--- src/rtl/kgp_risc_pkg.sv ---
// kgp_risc_pkg: shared opcode constants, instruction class encoding and the
// issue-controller FSM state encoding.
package kgp_risc_pkg;

  localparam logic [5:0] OP_ADD   = 6'b000000;
  localparam logic [5:0] OP_ADDI  = 6'b000001;
  localparam logic [5:0] OP_MULT  = 6'b000010;
  localparam logic [5:0] OP_MULTU = 6'b000011;
  localparam logic [5:0] OP_COMPI = 6'b000101;
  localparam logic [5:0] OP_AND   = 6'b000110;
  localparam logic [5:0] OP_SHRL  = 6'b001001;
  localparam logic [5:0] OP_SHRA  = 6'b001100;

  typedef enum logic [1:0] {
    CLS_R   = 2'd0,
    CLS_I   = 2'd1,
    CLS_M   = 2'd2,
    CLS_ILL = 2'd3
  } op_class_e;

  typedef enum logic [2:0] {
    S_IDLE = 3'd0,
    S_READ = 3'd1,
    S_EXEC = 3'd2,
    S_WB   = 3'd3,
    S_WB2  = 3'd4
  } state_e;

endpackage

--- src/rtl/alu_op_decode.sv ---
// alu_op_decode: combinational opcode classifier.
//   opcode   : instruction bits [31:26]
//   op_class : R / I / M type, or CLS_ILL for unknown opcodes
//   legal    : 1 when the opcode is one of the supported operations
module alu_op_decode
  import kgp_risc_pkg::*;
(
  input  logic [5:0] opcode,
  output op_class_e  op_class,
  output logic       legal
);

  always_comb begin
    op_class = CLS_ILL;
    legal    = 1'b1;
    unique case (opcode)
      OP_ADD, OP_AND:                       op_class = CLS_R;
      OP_ADDI, OP_COMPI, OP_SHRL, OP_SHRA:  op_class = CLS_I;
      OP_MULT, OP_MULTU:                    op_class = CLS_M;
      default: begin
        op_class = CLS_ILL;
        legal    = 1'b0;
      end
    endcase
  end

endmodule

--- src/rtl/alu_issue_ctrl.sv ---
// alu_issue_ctrl: single-issue controller that accepts one instruction,
// reads its operands, drives the external ALU, and writes the result back.
//   clk, rst                  : clock, synchronous active-high reset
//   instr_valid/instr/ready   : instruction handshake (ready only in IDLE)
//   rf_rs_addr/rf_rt_addr     : register-file read addresses (data next cycle)
//   rf_rs_data/rf_rt_data     : register-file read data
//   alu_op/alu_a/alu_b        : ALU drive, non-zero only in EXEC
//   alu_out/alu_mulout/flags  : combinational ALU results
//   rf_we/rf_wa/rf_wd         : register-file write port
//   flags                     : registered {carry, zero, sign, ovf}
//   done, illegal             : completion / illegal-opcode pulses
module alu_issue_ctrl
  import kgp_risc_pkg::*;
(
  input  logic        clk,
  input  logic        rst,
  input  logic        instr_valid,
  input  logic [31:0] instr,
  output logic        instr_ready,
  output logic [4:0]  rf_rs_addr,
  output logic [4:0]  rf_rt_addr,
  input  logic [31:0] rf_rs_data,
  input  logic [31:0] rf_rt_data,
  output logic [5:0]  alu_op,
  output logic [31:0] alu_a,
  output logic [31:0] alu_b,
  input  logic [31:0] alu_out,
  input  logic [63:0] alu_mulout,
  input  logic        alu_carry,
  input  logic        alu_zero,
  input  logic        alu_sign,
  input  logic        alu_ovf,
  output logic        rf_we,
  output logic [4:0]  rf_wa,
  output logic [31:0] rf_wd,
  output logic [3:0]  flags,
  output logic        done,
  output logic        illegal
);

  state_e      state_q, state_d;
  logic [31:0] instr_q;
  logic [31:0] res_lo_q, res_hi_q;
  logic [3:0]  flags_q;
  op_class_e   op_class;
  logic        legal;

  logic [5:0]  opcode;
  logic [4:0]  rs, rt;
  logic [15:0] imm16;

  assign opcode = instr_q[31:26];
  assign rs     = instr_q[25:21];
  assign rt     = instr_q[20:16];
  assign imm16  = instr_q[15:0];
  assign flags  = flags_q;

  alu_op_decode u_decode (
    .opcode   (opcode),
    .op_class (op_class),
    .legal    (legal)
  );

  always_ff @(posedge clk) begin
    if (rst) begin
      state_q  <= S_IDLE;
      instr_q  <= '0;
      res_lo_q <= '0;
      res_hi_q <= '0;
      flags_q  <= '0;
    end else begin
      state_q <= state_d;
      if (state_q == S_IDLE && instr_valid)
        instr_q <= instr;
      // Only legal ops reach EXEC, so flags hold across illegal ones.
      if (state_q == S_EXEC) begin
        flags_q  <= {alu_carry, alu_zero, alu_sign, alu_ovf};
        res_lo_q <= (op_class == CLS_M) ? alu_mulout[31:0] : alu_out;
        res_hi_q <= alu_mulout[63:32];
      end
    end
  end

  always_comb begin
    state_d     = state_q;
    instr_ready = 1'b0;
    rf_rs_addr  = '0;
    rf_rt_addr  = '0;
    alu_op      = '0;
    alu_a       = '0;
    alu_b       = '0;
    rf_we       = 1'b0;
    rf_wa       = '0;
    rf_wd       = '0;
    done        = 1'b0;
    illegal     = 1'b0;
    unique case (state_q)
      S_IDLE: begin
        instr_ready = 1'b1;
        if (instr_valid) state_d = S_READ;
      end
      S_READ: begin
        rf_rs_addr = rs;
        rf_rt_addr = rt;
        if (!legal) begin
          illegal = 1'b1;
          state_d = S_IDLE;
        end else begin
          state_d = S_EXEC;
        end
      end
      S_EXEC: begin
        alu_op  = opcode;
        alu_a   = rf_rs_data;
        alu_b   = (op_class == CLS_I) ? {{16{imm16[15]}}, imm16} : rf_rt_data;
        state_d = S_WB;
      end
      S_WB: begin
        rf_wa = rs;
        rf_wd = res_lo_q;
        rf_we = (rs != '0);
        if (op_class == CLS_M) begin
          state_d = S_WB2;
        end else begin
          done    = 1'b1;
          state_d = S_IDLE;
        end
      end
      S_WB2: begin
        rf_wa   = rt;
        rf_wd   = res_hi_q;
        rf_we   = (rt != '0);
        done    = 1'b1;
        state_d = S_IDLE;
      end
      default: state_d = S_IDLE;
    endcase
    // A reset arriving during a writeback state aborts that write immediately.
    if (rst) begin
      rf_we = 1'b0;
      done  = 1'b0;
    end
  end

endmodule

--- config.mk ---
export PLATFORM = sky130hd
export DESIGN_NAME = alu_issue_ctrl
export DESIGN_NICKNAME = d
export VERILOG_FILES = /design/src/rtl/kgp_risc_pkg.sv /design/src/rtl/alu_op_decode.sv /design/src/rtl/alu_issue_ctrl.sv
export SDC_FILE = /design/constraint.sdc
export NUM_CORES = 1
export LEC_CHECK = 0
export ABC_CLOCK_PERIOD_IN_PS = 2100
export CAP_MARGIN = 20
export CORE_AREA = 2 2 125 127
export DETAILED_ROUTE_END_ITERATION = 16
export DIE_AREA = 0 0 127 129
export PLACE_DENSITY = 0.76
export SYNTH_ARGS = -nofsm -noshare
export SYNTH_HDL_FRONTEND = slang
export SYNTH_SLANG_ARGS = --single-unit
--- constraint.sdc ---
create_clock -name clk -period 2.1 [get_ports clk]
set_input_delay 0.525 -clock clk [delete_from_list [all_inputs] [get_ports clk]]
set_output_delay 0.525 -clock clk [all_outputs]
set_load 0.01 [all_outputs]
==> results of run 1 <==
[power groups by stage]
stage	sequential, mW	combinational (mW)	clock [mW]
global placement	2.20	1.26	0
CTS	2.17	1.34	1.94
finish	2.17	1.44	1.90
detailed placement	2.21	1.26	0
global route	2.18	1.55	2.02
floorplan	2.19	0.547	0
[cell families (layout without fill, tap and decap cells)]
group / count (synthesis) / count (layout) / synth area share (%)
compound gates: 149 / 149 / 17.8
simple gates: 382 / 383 / 34.9
buf+inv: 75 / 433 / 7.12
flops: 103 / 103 / 40.2
[cells in the mapped netlist (2+ instances only)]
master and instances:
sky130_fd_sc_hd__inv_1 2, sky130_fd_sc_hd__and2_1 12, sky130_fd_sc_hd__dfxtp_1 103, sky130_fd_sc_hd__a21oi_1 87, sky130_fd_sc_hd__and3_1 38, sky130_fd_sc_hd__buf_2 25, sky130_fd_sc_hd__nand3_1 16, sky130_fd_sc_hd__nor4_1 33
sky130_fd_sc_hd__a22o_1 37, sky130_fd_sc_hd__nor2_1 39, sky130_fd_sc_hd__buf_4 12, sky130_fd_sc_hd__nor3_1 65, sky130_fd_sc_hd__or4_1 2, sky130_fd_sc_hd__clkbuf_1 29, sky130_fd_sc_hd__o21ai_0 2, sky130_fd_sc_hd__nand2_1 170
sky130_fd_sc_hd__o21ai_1 16, sky130_fd_sc_hd__buf_1 6
[state kept, by name (all words and copies together) (netlist names)]
register / count
flags: 4
instr_q: 32
res_hi_q: 32
res_lo_q: 32
state_q: 3
[per-layer routing]
metal / track usage, % / routed length [um] / part of all wire, %
met1: 28.8 / 8700 / 41
met3: 8.57 / 1610 / 7.6
met5: 0 / 16 / 0.075
met4: 7.18 / 442 / 2.1
met2: 40.3 / 10500 / 49
[path summary, 6_finish.rpt]
kind	from	end	slack [ns]	cells past startpoint
max	instr_q[29]	alu_b[27]	-0.25	6
min	res_hi_q[30]	res_hi_q[30]	0.45	2
max reg2reg	state_q[1]	res_lo_q[18]	0.09	7
min reg2reg	res_hi_q[30]	res_hi_q[30]	0.45	2
[final cells by class]
type	count	share of cell area, %
Clock buffer	10	2.50
Clock inverter	6	1.06
Inverter	2	0.0785
Multi-Input combinational cell	532	31.8
Sequential cell	103	21.7
Tap cell	188	2.46
Timing Repair Buffer	415	40.4
[cell usage in the layout, fill, tap and decap left out, drive strengths merged, types with 2 or more instances in the layout]
master / count
nor2: 41
o21ai: 18
a22o: 37
bufinv: 2
inv: 4
nand3: 16
and3: 38
nand2: 172
clkbuf: 34
clkdlybuf4s50: 201
buf: 189
or4: 2
nor3: 66
a21boi: 2
nor4: 33
and2: 12
dfxtp: 103
a21oi: 87
[repair_timing]
action,4_1_cts,5_1_grt
cloned,9,5
buffers inserted,25,5
pin swaps,30,39
resized for setup,509,107
setup endpoints to repair,121,106
[metrics by stage]
stage | TNS [ns] | utilization [%] | instance area (um2) | setup WS (ns)
floorplan | 0 | - | 5130 | 0.258
global placement | -14.73 | 58.6 | 8770 | -0.263
CTS | -9.29 | 62.5 | 9350 | -0.246
global route | -14.63 | 63.8 | 9560 | -0.321
detailed placement | -16.01 | 58.6 | 8770 | -0.299
finish | -7.40 | 63.8 | 9560 | -0.248
[critical path, stage by stage, from the launching register on]
cell	delay, ns
sky130_fd_sc_hd__dfxtp_4	0.35
sky130_fd_sc_hd__and3b_2	0.24
sky130_fd_sc_hd__buf_6	0.13
sky130_fd_sc_hd__o2111ai_4	0.32
sky130_fd_sc_hd__clkbuf_16	0.24
sky130_fd_sc_hd__a21oi_2	0.05
sky130_fd_sc_hd__buf_2	0.14
==> results.toml, run 1 <==
[place]
hpwl_um = 13700
dpl.cell_count = 1202
place_congestion = 0.820
place.port_buffers = 323

[floorplanning]
top_level_ports = 324
chipWidth_um = 127
area_enclosed_by_the_die_boundary_um2 = 16400
std_cell_rows = 45
initial_core_util_pct = 34.3
design.core.area_um2 = 15000
die_y_um = 129

[power]
power_per_cell_area_nw_per_um2 = 575
power.ir.vdd_worst_uv = 592
share_comb_of_total_power_pct = 26.1
power.share.switching_pct = 27.9
power.leakage_nw = 4.00
share_of_total_power_in_sequential_cells_pct = 39.4
power_switching_mw = 1.53
power_internal_mw = 3.97
clock_power_share_pct = 34.5
finalPower_mw = 5.50

[cts]
holdBufCountCts = 0
clockBufferDepth = 2
cts.sinks = 103
number_of_h_tree_levels = 3
worstSkewPairLatency_ns = 0.35
tritoncts_clock_tree = "yes"
cts.reportedPaths.clkPinSlew_ns = 0.07
cts_root_buf = "sky130_fd_sc_hd__clkbuf_16"
cts-buffers-inserted = 9

[critical_path]
endpoint_kind = "output port"
worst_ep_arrival_time_ns = 1.82
critPathKind = "flop to output port"
timing.critical_path.fanout_max = 8
worst_setup_path_start_kind = "flop"
critical_path_required_ns = 1.57

[run]
cap_viol_max_count = 0

[sta]
post_route_clock_skew_ns = 0.0120
maxSlewHeadroom_pct = 50.8
fin_crit_sh_pct = 112
final_max_slew_viol_count = 0
worst_slew_pin_slew_ns = 0.737
unrepaired_setup_endpoints_after_global_routing = "yes"
worst_hold_slack_ns = 0.455
fmax_mhz = 426
setup_viol_count_final = 59
setup_slack_ns = -0.248
hold_viol_final = 0
post-route-min-period_ns = 2.35

[hold_path]
min-delay-path-class = "flop to flop"

[logic_synthesis]
synth_area_leaders = "sky130_fd_sc_hd__dfxtp_1 40%, sky130_fd_sc_hd__nand2_1 12%, sky130_fd_sc_hd__a21oi_1 8.5%, sky130_fd_sc_hd__nor3_1 6.3%, sky130_fd_sc_hd__a22o_1 6.3%"
flop_and_latch_count_out_of_synthesis = 103
ys_async_sr_fraction_pct = 0
synthDominantCellAreaShare_pct = 40.2
ys_warn_count = 0
synth_edf_count = 0
synth_top_cell_by_area = "sky130_fd_sc_hd__dfxtp_1"
synth_seq_area_share_pct = 40.2
netlist_area_um2 = 5130
syn-instance-count = 709
syn-num-nets = 908
yosysUniqueCellTypes = 33
synthesis.area_per_instance_um2 = 7.24
ys.flop_type = "sky130_fd_sc_hd__dfxtp_1"

[grt]
grt_start_max_net_pins = 81
grt_first_pass_wirelength_um = 31200
grt.total_usage_pct = 23.9
first_global_vias = 6057
overflow = 0
grt_antenna_before_repair = 1

[cells_and_area]
fillers = 1326
final_layout_size_suffix_gt1_share_pct = 28.8
seq_area_um2 = 2070
area_growth_pct = 86.3
final_cells = 1256
final_nets = 1262
antenna_cells = 0
footprint_of_the_multi_input_gates_um2 = 3040

[route]
post-route-drc-count = 0
drt_pass1_iterations = 4
finalWirelength_um = 21200
drt_first_iter_violations = 332
wl_per_cell_um = 16.9
via_per_inst = 5.10
detailroute.via_count = 6403
ant_nets = 0

[run_status]
violations = "setup timing"
outcome = "finished with violations"
Note: power is estimated with default switching activity, not from simulation.
==> run 2, diff against run 1 <==
- ABC_CLOCK_PERIOD_IN_PS: 2100 -> 2250
- CORE_AREA: 2 2 125 127 -> not set
- CORE_MARGIN: not set -> 5
- CORE_UTILIZATION: not set -> 37
- DIE_AREA: 0 0 127 129 -> not set
- PLACE_DENSITY: 0.76 -> 0.81
- TNS_END_PERCENT: not set -> 50
- clock period: 2.1 -> 2.25 ns (I/O delays scaled with it)
==> run 2 against run 1 <==
The flow still finishes with violations (setup timing). Cell count shrank 1.4%. Die area shrank 0.34%. Cell area shrank 1.0%. Critical path type unchanged. Critical endpoint is now alu_b[29]. Highest routed layer unchanged.
==> results.toml, run 2 (synthesis gave the netlist of run 1 again) <==
[route]
detailroute.via_count = 6437
finalWirelength_um = 21900
via_per_inst = 5.20
ant_nets = 0
drt_first_iter_violations = 482
wl_per_cell_um = 17.7
post-route-drc-count = 0
drt_pass1_iterations = 4

[cts]
tritoncts_clock_tree = "yes"
clockBufferDepth = 2
cts.reportedPaths.clkPinSlew_ns = 0.07
cts.sinks = 103
number_of_h_tree_levels = 3
cts_root_buf = "sky130_fd_sc_hd__clkbuf_16"
worstSkewPairLatency_ns = 0.35
cts-buffers-inserted = 9

[run_status]
violations = "setup timing"
outcome = "finished with violations"

[sta]
setup_viol_count_final = 63
worst_hold_slack_ns = 0.454
unrepaired_setup_endpoints_after_global_routing = "yes"
fin_crit_sh_pct = 109
post_route_clock_skew_ns = 0.00987
fmax_mhz = 407
worst_slew_pin_slew_ns = 0.879
setup_slack_ns = -0.210
post-route-min-period_ns = 2.46
maxSlewHeadroom_pct = 41.4
final_max_slew_viol_count = 0
hold_viol_final = 0

[place]
hpwl_um = 14300
place.port_buffers = 323
place_congestion = 0.862
placed_instance_area_um2 = 8660

[run]
cap_viol_max_count = 0

[cells_and_area]
layout_top_registers = "instr_q x32, res_hi_q x32, res_lo_q x32"
final_instance_area_um2 = 9460
area_growth_pct = 84.4
fillers = 1104
most-common-layout-cells = "201 x sky130_fd_sc_hd__clkdlybuf4s50_1, 162 x sky130_fd_sc_hd__nand2_1, 97 x sky130_fd_sc_hd__dfxtp_1"
final_common_cell = "sky130_fd_sc_hd__clkdlybuf4s50_1"
antenna_cells = 0
final_layout_size_suffix_gt1_share_pct = 21.0
final_nets = 1253

[critical_path]
worst_setup_path_start_kind = "flop"
worst_ep_arrival_time_ns = 1.90
critical_path_required_ns = 1.69
endpoint_kind = "output port"
critPathKind = "flop to output port"
timing.critical_path.fanout_max = 4

[power]
power.ir.vdd_worst_uv = 379
power_per_cell_area_nw_per_um2 = 511
power.leakage_nw = 4.39
finalPower_mw = 4.84

[floorplanning]
area_enclosed_by_the_die_boundary_um2 = 16300
design.core.area_um2 = 13700
chipWidth_um = 128
die_y_um = 128
std_cell_rows = 43
top_level_ports = 324
initial_core_util_pct = 37.4

[grt]
grt_antenna_before_repair = 1
first_global_vias = 6152
groute.layer.met1.usage_pct = 29.1
grt_most_used_layer = "met2"
globalRouteMet3Util_pct = 7.83
grt_first_pass_wirelength_um = 32300
overflow = 0
grt_start_max_net_pins = 100
grt.total_usage_pct = 24.5
globalRouteMet2Util_pct = 41.5

[hold_path]
min-delay-path-class = "flop to flop"
[run 2: critical path, cell delays in order, from the launching register on]
cell and delay, ns:
sky130_fd_sc_hd__dfxtp_2 0.35, sky130_fd_sc_hd__and3b_2 0.24, sky130_fd_sc_hd__o211ai_4 0.24, sky130_fd_sc_hd__buf_6 0.14
sky130_fd_sc_hd__buf_6 0.11, sky130_fd_sc_hd__buf_6 0.11, sky130_fd_sc_hd__buf_6 0.09, sky130_fd_sc_hd__nand2_4 0.04
sky130_fd_sc_hd__a21oi_2 0.10, sky130_fd_sc_hd__buf_2 0.14
[run 2: cell type report]
type                    instances  area [um2]  area share [%]
inverters                       2        10.0           0.106
clock buffers                  10         239            2.53
flip-flops and latches        103        2070            21.9
multi-input cells             531        2870            30.3
clock inverters                 6        50.0           0.529
well taps                     180         225            2.38
repair buffers                407        4000            42.3
[run 2: worst paths after layout]
check	cells after the start	startpoint	endpoint	slack, ns
worst min register to register	2	res_hi_q[20]	res_hi_q[20]	0.45
worst max register to register	7	state_q[0]	res_lo_q[9]	0.16
worst max-delay path	9	instr_q[26]	alu_b[29]	-0.21
worst min-delay path	2	res_hi_q[20]	res_hi_q[20]	0.45
[run 2: power by group]
part	switching [mW]	leakage, nW	internal, mW	total (mW)
registers	0.0787	0.842	1.95	2.03
clock network	0.734	0.141	0.797	1.53
logic	0.580	3.41	0.700	1.28
total	1.39	4.39	3.45	4.84
[run 2: stage by stage]
stage | instances | setup WS, ns | setup TNS, ns | utilization (%)
after CTS | 1227 | -0.252 | -13.54 | 67.0
final | 1239 | -0.210 | -5.39 | 69.0
after global routing | 1239 | -0.285 | -10.57 | 69.0
after floorplan | 709 | 0.371 | 0 | -
after detailed placement | 1180 | -0.204 | -8.06 | 63.1
after global placement | 1180 | -0.182 | -6.34 | 63.1
[run 2: layer usage]
metal	up-vias	share of wire (%)
met1	2987	40
li1	3155	-
met5	-	0.059
met3	36	9.2
met2	257	49
met4	2	2.2
[run 2: timing repair]
item	CTS	global route
setup buffers	25	12
pin swaps	25	9
hold buffers	0	0
gates resized for setup	344	73
setup endpoints to repair	121	111
gates cloned	6	1
